File: config.mk
export PLATFORM = sky130hd
export DESIGN_NAME = msg_sequencer_flat
export DESIGN_NICKNAME = d
export VERILOG_FILES = /design/src/rtl/msg_sequencer_if.sv /design/src/rtl/msg_sequencer.sv /design/src/flat_wrapper.sv
export SDC_FILE = /design/constraint.sdc
export NUM_CORES = 1
export LEC_CHECK = 0
export BUFFER_PORTS_ARGS = -buffer_cell sky130_fd_sc_hd__buf_2
export CAP_MARGIN = 20
export CORE_ASPECT_RATIO = 0.7
export CORE_MARGIN = 2
export CORE_UTILIZATION = 52
export DETAILED_ROUTE_END_ITERATION = 16
export GPL_TIMING_DRIVEN = 1
export HOLD_SLACK_MARGIN = 0.15
export PLACE_DENSITY = 0.79
export SETUP_SLACK_MARGIN = 0.02
export SLEW_MARGIN = 20
export SYNTH_ARGS = -nofsm -noshare
export SYNTH_HDL_FRONTEND = slang
export SYNTH_SLANG_ARGS = --single-unit
File: constraint.sdc
create_clock -name clk -period 3 [get_ports clk]
set_input_delay 0.6 -clock clk [delete_from_list [all_inputs] [get_ports clk]]
set_output_delay 0.6 -clock clk [all_outputs]
set_load 0.02 [all_outputs]
File: src/rtl/msg_sequencer_if.sv
// Handshake and ROM bus of the message sequencer.
// The master side drives the controls and ROM data; the slave side is the sequencer.
interface msg_sequencer_if;
  logic       ena;
  logic [1:0] sel;
  logic       start;
  logic       stop;
  logic       loop;
  logic [3:0] rate;
  logic       ready;
  logic [7:0] rom_data;
  logic       rom_sel;
  logic [6:0] rom_addr;
  logic [7:0] char_out;
  logic       char_valid;
  logic       busy;
  logic       done;

  modport master (
    output ena, sel, start, stop, loop, rate, ready, rom_data,
    input  rom_sel, rom_addr, char_out, char_valid, busy, done
  );

  modport slave (
    input  ena, sel, start, stop, loop, rate, ready, rom_data,
    output rom_sel, rom_addr, char_out, char_valid, busy, done
  );
endinterface

File: src/rtl/msg_sequencer.sv
// Streams one of two ROM-resident messages character by character to a ready/valid sink,
// with an optional inter-character gap, looping and abort.
module msg_sequencer #(
  parameter int MSG0_LAST = 58,
  parameter int MSG1_LAST = 76
) (
  input  logic            clk,
  input  logic            rst_n,
  msg_sequencer_if.slave  bus
);

  typedef enum logic [2:0] {
    IDLE,
    FETCH,
    LATCH,
    PRESENT,
    GAP
  } state_t;

  state_t     state_q, state_d;
  logic [6:0] addr_q, addr_d;
  logic       sel_q, sel_d;
  logic [7:0] char_q, char_d;
  logic       valid_q, valid_d;
  logic       done_q, done_d;
  logic [3:0] cnt_q, cnt_d;

  logic [6:0] last_idx;
  logic       at_last;

  assign last_idx = sel_q ? 7'(MSG1_LAST) : 7'(MSG0_LAST);
  assign at_last  = (addr_q >= last_idx);

  always_ff @(posedge clk or negedge rst_n) begin
    if (!rst_n) begin
      state_q <= IDLE;
      addr_q  <= 7'd0;
      sel_q   <= 1'b0;
      char_q  <= 8'h00;
      valid_q <= 1'b0;
      done_q  <= 1'b0;
      cnt_q   <= 4'd0;
    end else begin
      state_q <= state_d;
      addr_q  <= addr_d;
      sel_q   <= sel_d;
      char_q  <= char_d;
      valid_q <= valid_d;
      done_q  <= done_d;
      cnt_q   <= cnt_d;
    end
  end

  always_comb begin
    state_d = state_q;
    addr_d  = addr_q;
    sel_d   = sel_q;
    char_d  = char_q;
    valid_d = valid_q;
    cnt_d   = cnt_q;
    // done is a strobe: it drops on every edge, including disabled ones.
    done_d  = 1'b0;

    if (bus.ena) begin
      if (bus.stop) begin
        state_d = IDLE;
        valid_d = 1'b0;
      end else begin
        case (state_q)
          IDLE: begin
            if (bus.start) begin
              // 01/10 select message 1, 00/11 select message 0.
              sel_d   = ^bus.sel;
              addr_d  = 7'd0;
              state_d = FETCH;
            end
          end
          FETCH: begin
            state_d = LATCH;
          end
          LATCH: begin
            char_d  = bus.rom_data;
            valid_d = 1'b1;
            state_d = PRESENT;
          end
          PRESENT: begin
            if (bus.ready) begin
              valid_d = 1'b0;
              if (at_last && !bus.loop) begin
                done_d  = 1'b1;
                state_d = IDLE;
              end else begin
                addr_d = at_last ? 7'd0 : addr_q + 7'd1;
                if (bus.rate == 4'd0) begin
                  state_d = FETCH;
                end else begin
                  cnt_d   = bus.rate;
                  state_d = GAP;
                end
              end
            end
          end
          GAP: begin
            cnt_d = cnt_q - 4'd1;
            if (cnt_q <= 4'd1) begin
              state_d = FETCH;
            end
          end
          default: begin
            state_d = IDLE;
          end
        endcase
      end
    end
  end

  assign bus.rom_sel    = sel_q;
  assign bus.rom_addr   = addr_q;
  assign bus.char_out   = char_q;
  assign bus.char_valid = valid_q;
  assign bus.busy       = (state_q != IDLE);
  assign bus.done       = done_q;

endmodule
File: src/flat_wrapper.sv
// flat-port wrapper written by rule: the top's interface ports become plain ports
module msg_sequencer_flat 
#(
  parameter int MSG0_LAST = 58,
  parameter int MSG1_LAST = 76
)
  (clk, rst_n, bus_ena, bus_sel, bus_start, bus_stop, bus_loop, bus_rate, bus_ready, bus_rom_data, bus_rom_sel, bus_rom_addr, bus_char_out, bus_char_valid, bus_busy, bus_done);
  msg_sequencer_if bus_i ();
  input  logic clk;
  input  logic rst_n;
  input wire logic [$bits(bus_i.ena)-1:0] bus_ena;
  input wire logic [$bits(bus_i.sel)-1:0] bus_sel;
  input wire logic [$bits(bus_i.start)-1:0] bus_start;
  input wire logic [$bits(bus_i.stop)-1:0] bus_stop;
  input wire logic [$bits(bus_i.loop)-1:0] bus_loop;
  input wire logic [$bits(bus_i.rate)-1:0] bus_rate;
  input wire logic [$bits(bus_i.ready)-1:0] bus_ready;
  input wire logic [$bits(bus_i.rom_data)-1:0] bus_rom_data;
  output wire logic [$bits(bus_i.rom_sel)-1:0] bus_rom_sel;
  output wire logic [$bits(bus_i.rom_addr)-1:0] bus_rom_addr;
  output wire logic [$bits(bus_i.char_out)-1:0] bus_char_out;
  output wire logic [$bits(bus_i.char_valid)-1:0] bus_char_valid;
  output wire logic [$bits(bus_i.busy)-1:0] bus_busy;
  output wire logic [$bits(bus_i.done)-1:0] bus_done;
  assign bus_i.ena = bus_ena;
  assign bus_i.sel = bus_sel;
  assign bus_i.start = bus_start;
  assign bus_i.stop = bus_stop;
  assign bus_i.loop = bus_loop;
  assign bus_i.rate = bus_rate;
  assign bus_i.ready = bus_ready;
  assign bus_i.rom_data = bus_rom_data;
  assign bus_rom_sel = bus_i.rom_sel;
  assign bus_rom_addr = bus_i.rom_addr;
  assign bus_char_out = bus_i.char_out;
  assign bus_char_valid = bus_i.char_valid;
  assign bus_busy = bus_i.busy;
  assign bus_done = bus_i.done;
  msg_sequencer #(.MSG0_LAST(MSG0_LAST), .MSG1_LAST(MSG1_LAST)) u_core (.clk(clk), .rst_n(rst_n), .bus(bus_i));
endmodule
# [Word level (Yosys, flattened, before mapping)]
# Cells that the tools add are included.
[totals] out_inout_bits=19 regBits=25 in_bits=21 wordCells=63
[op_classes] muxes=25 n_eq_ne=11 bitwise_logic=1 n_addsub=2 order_cmp=2 n_reduce_logical=15
[ops] cell="$mux W7" n=5
[ops] cell="$mux W3" n=6
[ops] cell="$pmux W3 S5" n=1
[ops] cell="$pmux W7 S2" n=1
[ops] cell="$mux W4" n=3
[ops] cell="$reduce_and A6 Y1" n=2
[ops] cell="$ne A2 B2 Y1 const B" n=4
[ops] cell="$pmux W4 S2" n=1
[ops] cell="$reduce_and A4 Y1" n=2
[ops] cell="$add A7 B1 Y7 const B" n=1
[ops] cell="$ge A7 B7 Y1" n=1
[ops] cell="$mux W1" n=7
[ops] cell="$eq A3 B2 Y1 const B" n=2
[ops] cell="$ne A3 B3 Y1 const B" n=2
[ops] cell="$reduce_and A3 Y1" n=2
[ops] cell="$reduce_bool A3 Y1" n=2
[ops] cell="$le A4 B1 Y1 const B" n=1
[ops] cell="$logic_not A4 Y1" n=1
[ops] cell="$reduce_bool A2 Y1" n=2
[ops] cell="$sub A4 B1 Y4 const B" n=1
[ops] cell="$eq A3 B1 Y1 const B" n=1
[ops] cell="$eq A3 B3 Y1 const B" n=1
[ops] cell="$logic_not A3 Y1" n=1
[ops] cell="$ne A3 B2 Y1 const B" n=1
[ops] cell="5 further kinds" n=5

# [Logic depth before layout (Yosys ltp)]
[logic_depth] word_depth=8 depth_mapped=8 ltp_nobuf=7

# [Worst setup path before layout]
# OpenSTA, ideal clock, no wires.
[synth_path] path_kind="register to register" startpoint="register u_core.sel_q (netlist: u_core.bus.rom_sel)" endpoint="register u_core.addr_q[3] (netlist: u_core.bus.rom_addr[3])" required_ns=2.908 setup_ns=0.092 period_less_slack_ns=2.328 setup_slack_ns=0.672 stages_incl_launch_ff=9 arrival_ns=2.236 path_cell_list="dfrtp_1 inv_1 ha_1 a21oi_1 nand2_1 nor3_1 or3b_1 buf_2 o31ai_2"
[synth_between] elab_chain_len=6 word_cells_on_any_way=9 cone_classes="order compare (1); eq/ne (1); mux (5); reduce/logical (2)"
[synth_rtl] item="start: declaration" line_no="msg_sequencer.sv:22" source="logic sel_q, sel_d;"
[synth_rtl] item="start signal: assignment" line_no="msg_sequencer.sv:46" source="sel_q <= sel_d;"
[synth_rtl] item="$mux W7 (*)" line_no="msg_sequencer.sv:31" source="assign last_idx = sel_q ? 7'(MSG1_LAST) : 7'(MSG0_LAST);"
[synth_rtl] item="$ge A7 B7 Y1 (*)" line_no="msg_sequencer.sv:32" source="assign at_last = (addr_q >= last_idx);"
[synth_rtl] item="$mux W7" line_no="msg_sequencer.sv:93" source="addr_d = at_last ? 7'd0 : addr_q + 7'd1;"
[synth_rtl] item="$mux W7" line_no="msg_sequencer.sv:89" source="if (at_last && !bus.loop) begin"
[synth_rtl] item="$mux W7" line_no="msg_sequencer.sv:87" source="if (bus.ready) begin"
[synth_rtl] item="$pmux W7 S2" line_no="msg_sequencer.sv:69" source="case (state_q)"
[synth_rtl] item="end signal: assignment" line_no="msg_sequencer.sv:45" source="addr_q <= addr_d;"
[synth_rtl] item="end: declaration" line_no="msg_sequencer.sv:21" source="logic [6:0] addr_q, addr_d;"
# Mark *: on every way between the ends. The rest lies on a longest branch, timed or not. The select of a mux whose other input is x is not followed.
# A chain may end at the register's enable or synchronous reset.

# [Final worst setup path]
# Same ends and word-level chain as after synthesis.

==> results.cfg <==
[floorplan]
ios = 40
die_h_um = 49.2
dieArea_um2 = 3370
start_util = 0.545
coreArea_um2 = 2780
die_x_um = 68.5
rows = 16

[grt]
grt_pass1_vias = 1289
grt_usage = 0.236
antenna_found_initial = 0
grt_max_degree = 26
grt_overflow_total = 0
grt_pass1_wl_um = 6060

[timing]
finalCriticalPeriod_ns = 2.49
slew_violations = 0
max_freq_mhz = 401
worstMarginPinSlew_ns = 0.601
tns_ns = 0
whs_ns = 0.314
finalSetupViolCount = 0
hold_viol = 0
finalWorstSetupSlack_ns = 0.509
timing.final.crit_share = 0.830
clock_skew_ns = 0.00270
relSlewSlack = 0.596
rsz0062_at_grt = no

[power_and_ir_drop]
p_comb_frac = 0.424
power.switching_mw = 0.567
p_seq_frac = 0.426
clkPwrFrac = 0.150
finalPower_mw = 1.36
p_leak_nw = 0.813
cellPowerDensity_nw_per_um2 = 763
sw_frac_of_total = 0.417
peakVddDrop_uv = 382
intPower_mw = 0.791

[placed_design]
place_ws_ns = 0.578
post-dp-hpwl_um = 2630
gp_congestion = 0.934
io_buffers = 39

[worst_setup_path]
rr_startpoint = u_core.bus.rom_sel
rrSetupSlack_ns = 0.51
cp.required_ns = 3.19
cp_max_fo = 6
startpoint_type = flop
r2r_cells = 7
arrival_ns = 2.68
cp-end-kind = flop
r2r-end = u_core.bus.rom_addr[3]
critical_path_class = flop to flop

[routing]
drt_iter0_markers = 182
via_per_inst = 5.83
wl_per_cell_um = 14.9
num_vias = 1370
firstDrtPassIters = 7
wirelength_um = 3500
drcViolationCount = 0
ant_nets = 0

[synthesis]
syn-num-nets = 190
synth_ff_type = dfrtp_1
synthArstFlopShare = 1.00
netlist_area_um2 = 1520
synthCells = 161
synth_seq_cells = 25
seq_area_frac_synth = 0.413
yosys.area.top_type = dfrtp_1
yosys.cell_types.count = 43
ys_top_cells_by_area = dfrtp_1 (41%), ha_1 (6.6%), mux2_2 (5.9%)
ys_warn_count = 0
synth_edf_count = 0
yosys.area.top_type_share = 0.413
syn_avg_cell_area_um2 = 9.41

[clock_network]
clk_pin_slew_ns = 0.09
clk_latency_ns = 0.27
cts_tree = yes
cts_made_buffers = 3
cts_buffer_depth = 2
hold_buffers = 0
root_buffer = clkbuf_8
cts_resized = 0
cts.sinks = 25
postCtsSetupBuffers = 0
htreeDepth = 1

[worst_hold_path]
hp-class = input pin to asynchronous set/reset pin

[layout]
layout_commonest_cell = buf_2
syn_to_final_growth_pct = 17.3
drive_gt1_frac = 0.291
nets = 229
n_fill_cell = 237
layout_common_cells = buf_2 (39), dfrtp_1 (25), nor2_1 (13)
seqCellArea_um2 = 626
insertedDiodeCount = 0
fin_util = 0.639
multi_input_area_um2 = 815

[status]
outcome = finished clean

[job]
cap_violations = 0
-- Yosys cell counts (2+ instances only) --
master and number:
nor3_1 7, nand2_1 8, or2_2 3, nand3_1 7, or3_1 2, and3b_1 2
a21oi_1 9, o31ai_1 3, o22a_1 4, mux2_2 8, nand2b_1 3, nand4_1 2
nor2_1 13, a211oi_1 5, buf_2 3, o22ai_1 4, o21bai_1 2, ha_1 8
nor4b_1 2, o21ai_0 7, nor2b_1 2, inv_1 12, dfrtp_1 25
-- power groups by stage --
stage | Combinational, mW | Sequential [mW] | Clock, mW
after floorplan | 0.329 | 0.640 | 0
after global placement | 0.556 | 0.572 | 0
after detailed placement | 0.575 | 0.581 | 0
after CTS | 0.577 | 0.575 | 0.206
after global routing | 0.638 | 0.602 | 0.225
final | 0.576 | 0.579 | 0.203
-- routing by layer --
metal / global-route usage / vias to the layer above / wire length, µm
met5: 0 / - / 0
met4: 0.0367 / 0 / 13
met3: 0.0670 / 2 / 244
met2: 0.325 / 47 / 1550
met1: 0.372 / 657 / 1690
li1: - / 664 / -
-- worst max path at each step --
stage                       startpoint                      to  slack, ns  depth (start not counted)
global placement              bus_stop  u_core.bus.rom_addr[3]       0.66                          6
floorplan           u_core.bus.rom_sel  u_core.bus.rom_addr[3]       0.67                          8
detailed placement  u_core.bus.rom_sel  u_core.bus.rom_addr[3]       0.58                          7
finish              u_core.bus.rom_sel  u_core.bus.rom_addr[3]       0.51                          7
global route        u_core.bus.rom_sel  u_core.bus.rom_addr[3]       0.38                          7
CTS                 u_core.bus.rom_sel  u_core.bus.rom_addr[3]       0.54                          7
-- kinds of logic after synthesis --
logic type / after synthesis / synth area share
AND/OR/NAND/NOR: 57 / 0.206
AO/OA/AOI/OAI: 44 / 0.200
flip-flops: 25 / 0.413
buffers and inverters: 18 / 0.0495
multiplexers: 8 / 0.0595
adder cells (fa/ha/maj): 8 / 0.0661
XOR/XNOR: 1 / 0.00578
-- stage by stage --
step	std cells	cell area (µm²)
after CTS	235	1780
final	235	1780
after floorplan	161	1520
after detailed placement	231	1730
after global routing	235	1780
after global placement	231	1730
-- registers in the layout, indices dropped and copies added (netlist names) --
name / cells
u_core.cnt_q: 4
u_core.bus.done: 1
u_core.bus.rom_sel: 1
u_core.state_q: 3
u_core.bus.char_valid: 1
u_core.bus.char_out: 8
u_core.bus.rom_addr: 7
-- cell type report --
type                       instances  area share
clock buffer                       4      0.0253
inverter                          12      0.0253
multi-input combinational        118       0.458
sequential                        25       0.352
tap                               36      0.0253
timing repair buffer              40       0.114
-- worst max-delay path: stages (launching register included) --
cell and delay (ns):
dfrtp_1 0.42, inv_1 0.15, ha_1 0.28, a21oi_1 0.15
nand2_1 0.11, nor3_1 0.52, or3b_1 0.52, o31ai_2 0.24
No activity file was read; power rests on OpenSTA's default activity.
